==> src/rtl/fpga_mmio_ctrl_if.sv <==
// rtl/fpga_mmio_ctrl_if.sv - F2C request/response bus and opcode type for the board MMIO slave
package fpga_mmio_pkg;
  typedef enum logic [1:0] {
    OP_RD     = 2'd0,
    OP_WR     = 2'd1,
    OP_RD_RSP = 2'd2,
    OP_WR_RSP = 2'd3
  } t_opcode;
endpackage

interface fpga_mmio_ctrl_if;
  import fpga_mmio_pkg::*;

  logic        F2C_ReqValidQ502H;
  t_opcode     F2C_ReqOpcodeQ502H;
  logic [31:0] F2C_ReqAddressQ502H;
  logic [31:0] F2C_ReqDataQ502H;
  logic        F2C_RspValidQ500H;
  t_opcode     F2C_RspOpcodeQ500H;
  logic [31:0] F2C_RspAddressQ500H;
  logic [31:0] F2C_RspDataQ500H;

  modport master (
    output F2C_ReqValidQ502H, F2C_ReqOpcodeQ502H, F2C_ReqAddressQ502H, F2C_ReqDataQ502H,
    input  F2C_RspValidQ500H, F2C_RspOpcodeQ500H, F2C_RspAddressQ500H, F2C_RspDataQ500H
  );

  modport slave (
    input  F2C_ReqValidQ502H, F2C_ReqOpcodeQ502H, F2C_ReqAddressQ502H, F2C_ReqDataQ502H,
    output F2C_RspValidQ500H, F2C_RspOpcodeQ500H, F2C_RspAddressQ500H, F2C_RspDataQ500H
  );
endinterface

==> src/rtl/fpga_mmio_ctrl.sv <==
// rtl/fpga_mmio_ctrl.sv - F2C MMIO slave: 7-seg digits, LEDs, synced switches, debounced buttons, W1C events, IRQ
module fpga_mmio_ctrl
  import fpga_mmio_pkg::*;
#(
  parameter int NUM_SEG7     = 6,
  parameter int LED_W        = 10,
  parameter int SW_W         = 10,
  parameter int NUM_BTN      = 2,
  parameter int DEBOUNCE_CYC = 50000
) (
  input  logic                  CLK_50,
  input  logic                  RstQnnnH,
  fpga_mmio_ctrl_if.slave       f2c,
  input  logic [NUM_BTN-1:0]    Button,
  input  logic [SW_W-1:0]       Switch,
  output logic [7*NUM_SEG7-1:0] SEG7,
  output logic [LED_W-1:0]      LED,
  output logic                  IrqQ
);
  localparam int CNT_W = $clog2(DEBOUNCE_CYC + 1);
  localparam int HEX_W = 4 * NUM_SEG7;

  // Active-low {g..a} glyphs for hex digits 0-F
  function automatic logic [6:0] hex_glyph(input logic [3:0] v);
    logic [6:0] g;
    case (v)
      4'h0: g = 7'h40;  4'h1: g = 7'h79;  4'h2: g = 7'h24;  4'h3: g = 7'h30;
      4'h4: g = 7'h19;  4'h5: g = 7'h12;  4'h6: g = 7'h02;  4'h7: g = 7'h78;
      4'h8: g = 7'h00;  4'h9: g = 7'h10;  4'hA: g = 7'h08;  4'hB: g = 7'h03;
      4'hC: g = 7'h46;  4'hD: g = 7'h21;  4'hE: g = 7'h06;  default: g = 7'h0E;
    endcase
    return g;
  endfunction

  logic                         req_vld_q, req_wr_q;
  logic [31:0]                  req_addr_q, req_data_q;
  logic                         rsp1_vld_q;
  logic [31:0]                  rsp1_addr_q, rsp1_data_q;
  logic                         rsp_vld_q;
  t_opcode                      rsp_op_q;
  logic [31:0]                  rsp_addr_q, rsp_data_q;

  logic [NUM_SEG7-1:0][6:0]     seg_raw_q, seg_raw_d;
  logic [LED_W-1:0]             led_q, led_d;
  logic [1:0]                   ctrl_q, ctrl_d;
  logic [HEX_W-1:0]             hex_q, hex_d;
  logic [8:0]                   event_q, event_d;
  logic [7*NUM_SEG7-1:0]        seg7_q, seg7_d;
  logic                         irq_q;

  logic [NUM_BTN-1:0]           btn_s1_q, btn_s2_q, stable_q, stable_d;
  logic [NUM_BTN-1:0][CNT_W-1:0] cnt_q, cnt_d;
  logic [SW_W-1:0]              sw_s1_q, sw_s2_q, sw_prev_q;

  logic [17:0]                  word;
  logic                         is_wr;
  logic [31:0]                  rd_data;
  logic [8:0]                   evt_set, evt_clr;
  logic                         unused_data;

  assign unused_data = ^req_data_q;

  // Register decode; reads see state before this cycle's write
  always_comb begin
    word      = req_addr_q[19:2];
    is_wr     = req_vld_q && req_wr_q;
    seg_raw_d = seg_raw_q;
    led_d     = led_q;
    ctrl_d    = ctrl_q;
    hex_d     = hex_q;
    evt_clr   = '0;
    rd_data   = '0;
    for (int i = 0; i < NUM_SEG7; i++) begin
      if (word == 18'(i)) begin
        rd_data = {25'b0, seg_raw_q[i]};
        if (is_wr) seg_raw_d[i] = req_data_q[6:0];
      end
    end
    case (word)
      18'h10: begin
        rd_data = 32'(led_q);
        if (is_wr) led_d = req_data_q[LED_W-1:0];
      end
      18'h11: rd_data = 32'(sw_s2_q);
      18'h12: rd_data = 32'(stable_q);
      18'h13: begin
        rd_data = 32'(event_q);
        if (is_wr) evt_clr = req_data_q[8:0];
      end
      18'h14: begin
        rd_data = 32'(ctrl_q);
        if (is_wr) ctrl_d = req_data_q[1:0];
      end
      18'h15: begin
        rd_data = 32'(hex_q);
        if (is_wr) hex_d = req_data_q[HEX_W-1:0];
      end
      default: ;
    endcase
  end

  // Debounce in pressed polarity; a new press outranks a same-cycle W1C
  always_comb begin
    stable_d = stable_q;
    cnt_d    = cnt_q;
    evt_set  = '0;
    for (int b = 0; b < NUM_BTN; b++) begin
      if (~btn_s2_q[b] == stable_q[b]) begin
        cnt_d[b] = '0;
      end else if (cnt_q[b] == CNT_W'(DEBOUNCE_CYC - 1)) begin
        stable_d[b] = ~btn_s2_q[b];
        cnt_d[b]    = '0;
      end else begin
        cnt_d[b] = cnt_q[b] + CNT_W'(1);
      end
      evt_set[b] = stable_d[b] & ~stable_q[b];
    end
    evt_set[8] = (sw_s2_q != sw_prev_q);
    event_d    = (event_q & ~evt_clr) | evt_set;
  end

  // Built from next-state so a write reaches the pins one cycle after decode
  always_comb begin
    seg7_d = '1;
    for (int i = 0; i < NUM_SEG7; i++) begin
      seg7_d[7*i +: 7] = ctrl_d[0] ? hex_glyph(hex_d[4*i +: 4]) : seg_raw_d[i];
    end
  end

  always_ff @(posedge CLK_50 or negedge RstQnnnH) begin
    if (!RstQnnnH) begin
      req_vld_q   <= 1'b0;
      req_wr_q    <= 1'b0;
      req_addr_q  <= '0;
      req_data_q  <= '0;
      rsp1_vld_q  <= 1'b0;
      rsp1_addr_q <= '0;
      rsp1_data_q <= '0;
      rsp_vld_q   <= 1'b0;
      rsp_op_q    <= OP_RD;
      rsp_addr_q  <= '0;
      rsp_data_q  <= '0;
    end else begin
      req_vld_q   <= f2c.F2C_ReqValidQ502H &&
                     (f2c.F2C_ReqOpcodeQ502H == OP_RD || f2c.F2C_ReqOpcodeQ502H == OP_WR);
      req_wr_q    <= (f2c.F2C_ReqOpcodeQ502H == OP_WR);
      req_addr_q  <= f2c.F2C_ReqAddressQ502H;
      req_data_q  <= f2c.F2C_ReqDataQ502H;
      rsp1_vld_q  <= req_vld_q;
      rsp1_addr_q <= req_addr_q;
      rsp1_data_q <= req_wr_q ? 32'h0 : rd_data;
      rsp_vld_q   <= rsp1_vld_q;
      rsp_addr_q  <= rsp1_addr_q;
      rsp_data_q  <= rsp1_data_q;
      if (rsp1_vld_q) rsp_op_q <= OP_RD_RSP;
    end
  end

  always_ff @(posedge CLK_50 or negedge RstQnnnH) begin
    if (!RstQnnnH) begin
      seg_raw_q <= '1;
      led_q     <= '0;
      ctrl_q    <= '0;
      hex_q     <= '0;
      event_q   <= '0;
      seg7_q    <= '1;
      irq_q     <= 1'b0;
      btn_s1_q  <= '1;
      btn_s2_q  <= '1;
      stable_q  <= '0;
      cnt_q     <= '0;
      sw_s1_q   <= '0;
      sw_s2_q   <= '0;
      sw_prev_q <= '0;
    end else begin
      seg_raw_q <= seg_raw_d;
      led_q     <= led_d;
      ctrl_q    <= ctrl_d;
      hex_q     <= hex_d;
      event_q   <= event_d;
      seg7_q    <= seg7_d;
      irq_q     <= |(event_q & {9{ctrl_q[1]}});
      btn_s1_q  <= Button;
      btn_s2_q  <= btn_s1_q;
      stable_q  <= stable_d;
      cnt_q     <= cnt_d;
      sw_s1_q   <= Switch;
      sw_s2_q   <= sw_s1_q;
      sw_prev_q <= sw_s2_q;
    end
  end

  assign f2c.F2C_RspValidQ500H   = rsp_vld_q;
  assign f2c.F2C_RspOpcodeQ500H  = rsp_op_q;
  assign f2c.F2C_RspAddressQ500H = rsp_addr_q;
  assign f2c.F2C_RspDataQ500H    = rsp_data_q;
  assign SEG7 = seg7_q;
  assign LED  = led_q;
  assign IrqQ = irq_q;
endmodule

==> src/flat_wrapper.sv <==
// flat-port wrapper written by rule: the top's interface ports become plain ports
module fpga_mmio_ctrl_flat import fpga_mmio_pkg::*;
#(
  parameter int NUM_SEG7     = 6,
  parameter int LED_W        = 10,
  parameter int SW_W         = 10,
  parameter int NUM_BTN      = 2,
  parameter int DEBOUNCE_CYC = 50000
)
  (CLK_50, RstQnnnH, Button, Switch, SEG7, LED, IrqQ, f2c_F2C_ReqValidQ502H, f2c_F2C_ReqOpcodeQ502H, f2c_F2C_ReqAddressQ502H, f2c_F2C_ReqDataQ502H, f2c_F2C_RspValidQ500H, f2c_F2C_RspOpcodeQ500H, f2c_F2C_RspAddressQ500H, f2c_F2C_RspDataQ500H);
  fpga_mmio_ctrl_if f2c_i ();
  input  logic CLK_50;
  input  logic RstQnnnH;
  input  logic [NUM_BTN-1:0] Button;
  input  logic [SW_W-1:0] Switch;
  output logic [7*NUM_SEG7-1:0] SEG7;
  output logic [LED_W-1:0] LED;
  output logic IrqQ;
  input wire logic [$bits(f2c_i.F2C_ReqValidQ502H)-1:0] f2c_F2C_ReqValidQ502H;
  input wire logic [$bits(f2c_i.F2C_ReqOpcodeQ502H)-1:0] f2c_F2C_ReqOpcodeQ502H;
  input wire logic [$bits(f2c_i.F2C_ReqAddressQ502H)-1:0] f2c_F2C_ReqAddressQ502H;
  input wire logic [$bits(f2c_i.F2C_ReqDataQ502H)-1:0] f2c_F2C_ReqDataQ502H;
  output wire logic [$bits(f2c_i.F2C_RspValidQ500H)-1:0] f2c_F2C_RspValidQ500H;
  output wire logic [$bits(f2c_i.F2C_RspOpcodeQ500H)-1:0] f2c_F2C_RspOpcodeQ500H;
  output wire logic [$bits(f2c_i.F2C_RspAddressQ500H)-1:0] f2c_F2C_RspAddressQ500H;
  output wire logic [$bits(f2c_i.F2C_RspDataQ500H)-1:0] f2c_F2C_RspDataQ500H;
  assign f2c_i.F2C_ReqValidQ502H = f2c_F2C_ReqValidQ502H;
  assign f2c_i.F2C_ReqOpcodeQ502H = f2c_F2C_ReqOpcodeQ502H;
  assign f2c_i.F2C_ReqAddressQ502H = f2c_F2C_ReqAddressQ502H;
  assign f2c_i.F2C_ReqDataQ502H = f2c_F2C_ReqDataQ502H;
  assign f2c_F2C_RspValidQ500H = f2c_i.F2C_RspValidQ500H;
  assign f2c_F2C_RspOpcodeQ500H = f2c_i.F2C_RspOpcodeQ500H;
  assign f2c_F2C_RspAddressQ500H = f2c_i.F2C_RspAddressQ500H;
  assign f2c_F2C_RspDataQ500H = f2c_i.F2C_RspDataQ500H;
  fpga_mmio_ctrl #(.NUM_SEG7(NUM_SEG7), .LED_W(LED_W), .SW_W(SW_W), .NUM_BTN(NUM_BTN), .DEBOUNCE_CYC(DEBOUNCE_CYC)) u_core (.CLK_50(CLK_50), .RstQnnnH(RstQnnnH), .f2c(f2c_i), .Button(Button), .Switch(Switch), .SEG7(SEG7), .LED(LED), .IrqQ(IrqQ));
endmodule
==> config.mk <==
export PLATFORM = sky130hd
export DESIGN_NAME = fpga_mmio_ctrl_flat
export DESIGN_NICKNAME = d
export VERILOG_FILES = /design/src/rtl/fpga_mmio_ctrl_if.sv /design/src/rtl/fpga_mmio_ctrl.sv /design/src/flat_wrapper.sv
export SDC_FILE = /design/constraint.sdc
export NUM_CORES = 1
export LEC_CHECK = 0
export BUFFER_PORTS_ARGS = -buffer_cell sky130_fd_sc_hd__buf_2
export CAP_MARGIN = 20
export CORE_MARGIN = 3
export CORE_UTILIZATION = 28
export CTS_CLUSTER_DIAMETER = 30
export DETAILED_ROUTE_END_ITERATION = 10
export GPL_TIMING_DRIVEN = 0
export PLACE_DENSITY = 0.47
export SYNTH_ARGS = -nofsm -noshare
export SYNTH_HDL_FRONTEND = slang
export SYNTH_SLANG_ARGS = --single-unit
export TNS_END_PERCENT = 50
==> constraint.sdc <==
create_clock -name CLK_50 -period 4.3 [get_ports CLK_50]
set_input_delay 0.215 -clock CLK_50 [delete_from_list [all_inputs] [get_ports CLK_50]]
set_output_delay 0.215 -clock CLK_50 [all_outputs]
set_load 0.05 [all_outputs]
==> key figures, run 1 <==
Critical path
  • CP Data Required Time: between 4000 and 5000 ps
  • CP Capture Type: register
  • CP Class: register to register
  • Critical Path Source Type: register
  • CP Max Fanout: 10
  • CP Data Arrival Time: 4640 ps

Floorplan
  • Die area: ~57,000 um2
  • Core area: approximately 53,000 um2
  • IO Pins: 201
  • Row Count: 84
  • Die height: about 240 um
  • Initial Util: between 20% and 30%
  • Chip width: between 200 and 250 um

Yosys
  • Sequential fraction of the synthesis area: roughly three fifths
  • Yosys top cell by area: dfrtp_1
  • Flop and latch count out of synthesis: roughly 370
  • Async set-reset flop share out of synthesis: 100.0%
  • Syn Inst Count: 1,229
  • Synth cell types: 76
  • Predominant post-synthesis flop cell: dfrtp_1
  • Top post-synthesis cells by area: dfrtp_1, dfstp_2, mux2_2
  • Mapped Area: around 15,000 um2
  • EDFF count, synth: 0
  • Syn avg cell area: between 10 and 15 um2
  • Synth top area share: around 47%
  • YS warnings: 0

Timing
  • Final max-slew violation count: 0
  • Worst-margin pin slew: 1130 ps
  • Clock skew: 24.08 ps
  • Period Utilization, post-route: around 97%
  • Min Tclk post-route: roughly 4200 ps
  • Setup TNS: 0 ps
  • F_max: ~240 MHz
  • Unrepaired setup endpoints after global routing: true
  • Worst slew margin: roughly 24%
  • Endpoints failing hold: 0
  • # setup viols final: 0

Route
  • DRC viols: 0
  • Drt pass-1 iters: 5
  • Antenna-violating nets left: 0
  • Routed length per placed instance: ~21 um
  • Vias per cell: ~4.8
  • Initial DRC count: between 900 and 1,000
  • Routed WL: 48,590 um
  • Vias after detailed routing: 11,280

Placed design
  • Hpwl dp: 33,290 um
  • Placer Congestion: 0.8797
  • I/O Buffers: around 180

Global routing
  • Maximum number of pins on one net before global-route repair: approximately 130
  • First-pass GRT wire length: between 70,000 and 80,000 um
  • Initial antenna violation count: 2
  • GRT Total Usage: around 17%
  • Vias in the first global route: between 10,000 and 15,000
  • Total congestion overflow: 0

Power
  • Sw Pwr: around 2.5 mW
  • Tot Pwr: about 11 mW
  • VDD IR max: about 0.28 mV
  • Pwr dens: roughly 540 nW/um2
  • Internal: just under 9 mW
  • Leak pwr: 9.687 nW
  • Sw frac: between 20% and 30%
  • Sequential share of power: a little under a third
  • Clock power frac: between 60 and 70%
  • Comb pwr share: 3.1%

Clock tree
  • Clk_lat worst skew: a little over 600 ps
  • Buffers from clock root to sink, at most: 3
  • Clock-pin slew on the worst setup and hold paths: 40 ps
  • H-Tree Level Count: 3
  • TritonCTS Buffers: between 90 and 100
  • CTS tree: done
  • Clk sinks: 371
  • Clock tree root driver cell: clkbuf_16

Layout
  • Area taken by multi-input logic gates: 5376 um2
  • Fin nets: 1,716
  • Synthesis-to-finish area growth: 40.24%
  • Register Area: between 9000 and 10,000 um2
  • Fillers: 5,036
  • Share of cells above drive strength 1: about 34%
  • Ant diodes: 0

Hold path
  • Hold Crit Class: input pin to async pin

Job
  • Number of max-cap violations: 0

Run status
  • Status: complete, no violations
-- cells in the final DEF (no fill, tap or decap), types with 12 or more instances in the layout --
cell type      Yosys  layout
nand3_1           29      29
a21oi_1           54      54
mux2_2            66      66
clkbuf_1          30      39
nand4_1           21      21
nor2_1            82      81
a221oi_1          12      12
clkbuf_16          0      93
xnor2_1           25      25
and2_1            18      18
bufinv_16          0      17
inv_1             46      46
a211oi_1          18      18
dlygate4sd3_1      0      73
xor2_1            22      22
dfstp_2           88      88
ha_1              38      38
nand2_1           62      62
and3_1            26      26
mux2i_1           26      24
o21ai_0           38      38
buf_2             15     198
a31oi_1           12      12
buf_4             12      15
inv_6              0      13
dfrtp_1          283     283
nor3_1            23      22
o31ai_1           14      14
-- critical path: stages (launching register included) --
cell,delay [ps]
dfrtp_1,350
clkbuf_1,350
and4b_1,350
nand4_4,290
nor2_4,280
buf_2,330
buf_2,450
mux2i_1,500
inv_1,160
ha_1,300
o32a_1,370
o21ai_0,290
-- state kept, by name, indices dropped and copies added, names as in the netlist, 2 cells and up --
register	cells
u_core.LED	10
u_core.SEG7	42
u_core.btn_s1_q	2
u_core.btn_s2_q	2
u_core.cnt_q	32
u_core.ctrl_q	2
u_core.event_q	9
u_core.f2c.F2C_RspAddressQ500H	32
u_core.f2c.F2C_RspDataQ500H	24
u_core.hex_q	24
u_core.req_addr_q	32
u_core.req_data_q	24
u_core.rsp1_addr_q	32
u_core.rsp1_data_q	24
u_core.seg_raw_q	42
u_core.stable_q	2
u_core.sw_prev_q	10
u_core.sw_s1_q	10
u_core.sw_s2_q	10
-- metrics by stage --
step	setup WS [ps]	hold slack [ps]	instance area, um2	util [%]	std cells
after global placement	-4237	324.6	17000	32.03	2108
final	143.6	156.6	21310	40.14	2364
after global routing	-70.43	141.9	21310	40.14	2364
after CTS	112.7	116.2	21290	40.12	2363
after detailed placement	-717.7	24.04	17110	32.24	2113
after floorplan	1100	-80.59	15220	-	1237
-- final timing paths --
kind / from / end / slack [ps] / cells past startpoint
max: u_core.req_wr_q / u_core.SEG7[23] / 140 / 11
min: RstQnnnH / u_core.SEG7[39] / 160 / 2
max reg2reg: u_core.req_wr_q / u_core.SEG7[23] / 140 / 11
min reg2reg: u_core.req_addr_q[22] / u_core.rsp1_addr_q[22] / 340 / 0
max in group asynchronous: RstQnnnH / u_core.cnt_q[5] / 2450 / 5
min in group CLK_50: f2c_F2C_ReqDataQ502H[8] / u_core.req_data_q[8] / 250 / 2
-- power groups by stage --
stage | registers, mW | clock network [mW] | logic, mW
after detailed placement | 3.69 | 0 | 0.306
after global placement | 3.69 | 0 | 0.292
after CTS | 3.64 | 7.61 | 0.362
after floorplan | 3.73 | 0 | 0.0850
final | 3.64 | 7.44 | 0.354
after global routing | 3.65 | 7.82 | 0.388
-- logic make-up (layout without fill, tap and decap cells) --
group | count (synthesis) | count (layout) | synth area share (%)
DFF | 371 | 371 | 61.83
and+or+nand+nor | 340 | 340 | 12.06
AOI/OAI and AO/OA | 229 | 229 | 10.23
buffers and inverters | 109 | 548 | 3.171
muxes | 94 | 94 | 6.852
xor gates and xnor gates | 47 | 47 | 2.709
adders and majority gates | 38 | 38 | 3.129
other | 1 | 9 | 0.02468
-- synthesized netlist by cell type (5+ instances only) --
cell type,n
nand2b_1,10
o22ai_1,6
o211ai_1,8
a22oi_1,8
a21boi_0,10
nand4_1,21
inv_1,46
o31ai_1,14
or4_1,5
a31oi_1,12
dfrtp_1,283
nand3_1,29
nor2b_1,10
buf_2,15
a2111oi_0,10
clkbuf_1,30
mux2_2,66
nor3_1,23
nor2_1,82
a211oi_1,18
o22a_1,7
a221oi_1,12
a21oi_1,54
nor4_1,10
xor2_1,22
and3_1,26
a211o_1,6
mux2i_1,26
dfstp_2,88
nand3b_1,8
ha_1,38
o21ai_0,38
nor3b_1,6
nand2_1,62
buf_4,12
and4_1,5
xnor2_1,25
and2_1,18
-- timing repair --
action                                 4_1_cts  5_1_grt
buffers inserted                             3        0
endpoints found under the hold margin      182        0
gates cloned                                 0        0
setup endpoints to repair                   40        7
pin swaps                                    2        0
resized for setup                            4        2
hold buffers                                73        0
-- routing by layer --
metal	global-route usage (%)	part of all wire, %	up-vias
met4	7.642	3.2	0
met1	23.02	45	5575
met2	26.30	45	446
li1	-	-	5159
met3	4.061	6.5	100
met5	0	0	-
-- area by class of cell --
cell class	instances	area share (%)
Clock buffer	111	11.62
Clock inverter	63	4.375
Timing Repair Buffer	265	8.380
Inverter	47	0.8280
Multi-Input combinational cell	757	25.23
Buffer	62	1.439
Tap cell	688	4.040
Sequential cell	371	44.09
Power figures use the tool's default switching activity.
==> inputs of run 2 (changes only) <==
- CORE_MARGIN: 3 -> unset
==> run 2 against run 1 <==
Against the previous run: cell count increased by 0.97%; global-route usage increased by 0.68 points; core utilization decreased by 0.33 points; register-to-register slack improved by 40 ps; clock power increased by 0.5%; critical endpoint is now u_core.SEG7[2]; highest routed layer unchanged.
==> key figures, run 2 (same netlist as run 1, synthesis figures left out) <==
Run status
  • Status: complete, no violations

Floorplan
  • Core area: between 50,000 and 60,000 um2
  • IO Pins: about 200
  • Initial Util: 28.29%
  • Die height: 234.9 um
  • Chip width: 234.9 um
  • Row Count: 85
  • Die area: between 50,000 and 60,000 um2

Hold path
  • Hold Crit Class: input pin to async pin

Critical path
  • Critical Path Source Type: register
  • CP Max Fanout: 10
  • CP Data Required Time: 4850 ps
  • CP cell instances: nor4_4, and3_1, clkbuf_2, nand2_1, clkbuf_1, mux2i_1, inv_1, ha_1, or4_1, nand3_1
  • R2R cell count: 10
  • CP Class: register to register
  • CP Data Arrival Time: ~4700 ps
  • Max incr delay on CP: just over 600 ps
  • Worst path slowest cell: nor4_4
  • CP Capture Type: register

Layout
  • Post-route insts no fill: between 2,000 and 2,500
  • Ant diodes: 0
  • Fillers: between 5,000 and 6,000
  • Commonest non-fill, non-tap cells in the layout: dfrtp_1, buf_2, clkbuf_16
  • Fin nets: 1,723
  • Post-Route Utilization: about two fifths
  • Synthesis-to-finish area growth: 40.73%
  • Share of cells above drive strength 1: approximately a third
  • Commonest non-fill, non-tap cell in the layout: dfrtp_1

Route
  • Vias after detailed routing: ~11,000
  • DRC viols: 0
  • Routed WL: 48,560 um
  • Antenna-violating nets left: 0
  • Drt pass-1 iters: 5
  • Vias per cell: just under 5
  • Initial DRC count: around 800
  • Routed length per placed instance: 20.34 um

Clock tree
  • H-Tree Level Count: 3
  • Clock-pin slew on the worst setup and hold paths: roughly 40 ps
  • Clock tree root driver cell: clkbuf_16
  • Clk_lat worst skew: approximately 620 ps
  • Clk sinks: about 370
  • TritonCTS Buffers: 99
  • Buffers from clock root to sink, at most: 3
  • CTS tree: done

Timing
  • Worst-margin pin slew: roughly 1000 ps
  • Final max-slew violation count: 0
  • Endpoints failing hold: 0
  • Setup WS post-layout: approximately 190 ps
  • Min Tclk post-route: 4115 ps
  • Worst slew margin: between 30 and 40%
  • # setup viols final: 0
  • Period Utilization, post-route: between 90% and 100%
  • Clock skew: around 20 ps
  • Hold slack: around 50 ps
  • F_max: ~240 MHz
  • Unrepaired setup endpoints after global routing: true

Power
  • Sequential share of power: 31.8%
  • Sw frac: roughly a fifth
  • VDD IR max: about 0.28 mV
  • Pwr dens: 536.5 nW/um2
  • Leak pwr: around 9.8 nW
  • Internal: roughly 9.0 mW
  • Clock power frac: between 60% and 70%
  • Sw Pwr: around 2.4 mW
  • Comb pwr share: a little over 3%

Global routing
  • Total congestion overflow: 0
  • GRT Total Usage: 17.79%
  • First-pass GRT wire length: 74,370 um
  • GRT met1 Usage: 23.96%
  • Initial antenna violation count: 0
  • Vias in the first global route: 12,030
  • Maximum number of pins on one net before global-route repair: ~120
  • Met3 Usage GRT: approximately 4.0%
  • Met2 Usage GRT: between 20 and 30%
  • GR peak layer: met2

Placed design
  • I/O Buffers: approximately 180
  • Placer Congestion: roughly 0.9
  • Total placed cells including tap cells: about 2,100
  • Hpwl dp: ~33,000 um
  • Place WS: -817.5 ps

Job
  • Number of max-cap violations: 0
[run 2: cell count changes in the layout (fill, tap and decap cells not counted), moves of 6 or more]
cell       delta
clkbuf_16     +9
clkinv_2     +11
inv_6        -10
clkbuf_1     +18
clkbuf_8      +6
[run 2: path summary, 6_finish.rpt]
path                                          start                endpoint  slack [ps]
hold / removal                             RstQnnnH   u_core.req_data_q[22]          50
min in group CLK_50        f2c_F2C_ReqDataQ502H[23]   u_core.req_data_q[23]         240
hold reg to reg               u_core.req_addr_q[22]  u_core.rsp1_addr_q[22]         340
setup reg to reg              u_core.req_addr_q[11]          u_core.SEG7[2]         190
setup / recovery              u_core.req_addr_q[11]          u_core.SEG7[2]         190
max in group asynchronous                  RstQnnnH        u_core.cnt_q[21]        2870
[run 2: cell type report]
class,instances,area (um2),area share (%)
plain buffers,62,309.0,1.445
clock buffers,144,2850,13.33
clock inverters,44,610.6,2.856
inverters,47,176.4,0.8251
multi-input cells,757,5379,25.16
flip-flops and latches,371,9394,43.93
well taps,696,870.8,4.073
repair buffers,266,1792,8.380
[run 2: repair_timing]
action / in CTS / in global routing
gates resized for setup: 6 / 2
pin swaps: 1 / 1
buffers inserted: 2 / 2
hold buffers: 72 / 0
endpoints found under the hold margin: 253 / 0
endpoints found under the setup margin: 42 / 8
[run 2: critical path: cells and delay by family (launching register included)]
family        cells  cell delay, ps
mux               1             560
fa+ha+maj         1             330
buf+inv           3            1000
flops             1             400
simple gates      5            1740
[run 2: metal layers]
layer,vias up,wire [um]
met5,-,0
met4,0,1572
met3,99,2791
met2,429,22030
met1,5780,22170
li1,5165,-
[run 2: power groups by stage]
stage | Combinational [mW] | Clock [mW] | Sequential [mW]
after CTS | 0.358 | 7.65 | 3.64
after detailed placement | 0.303 | 0 | 3.69
after floorplan | 0.0850 | 0 | 3.73
after global routing | 0.385 | 7.85 | 3.65
final | 0.352 | 7.48 | 3.64
after global placement | 0.291 | 0 | 3.69
[run 2: stage by stage]
stage / instance area [um2] / total power [mW] / setup TNS [ps]
3_3_place_gp: 17010 / 3.979 / -1342940
3_5_place_dp: 17120 / 3.994 / -15730
4_1_cts: 21340 / 11.65 / 0
6_report: 21380 / 11.47 / 0
5_1_grt: 21380 / 11.89 / -17.19
2_1_floorplan: 15220 / 3.813 / 0
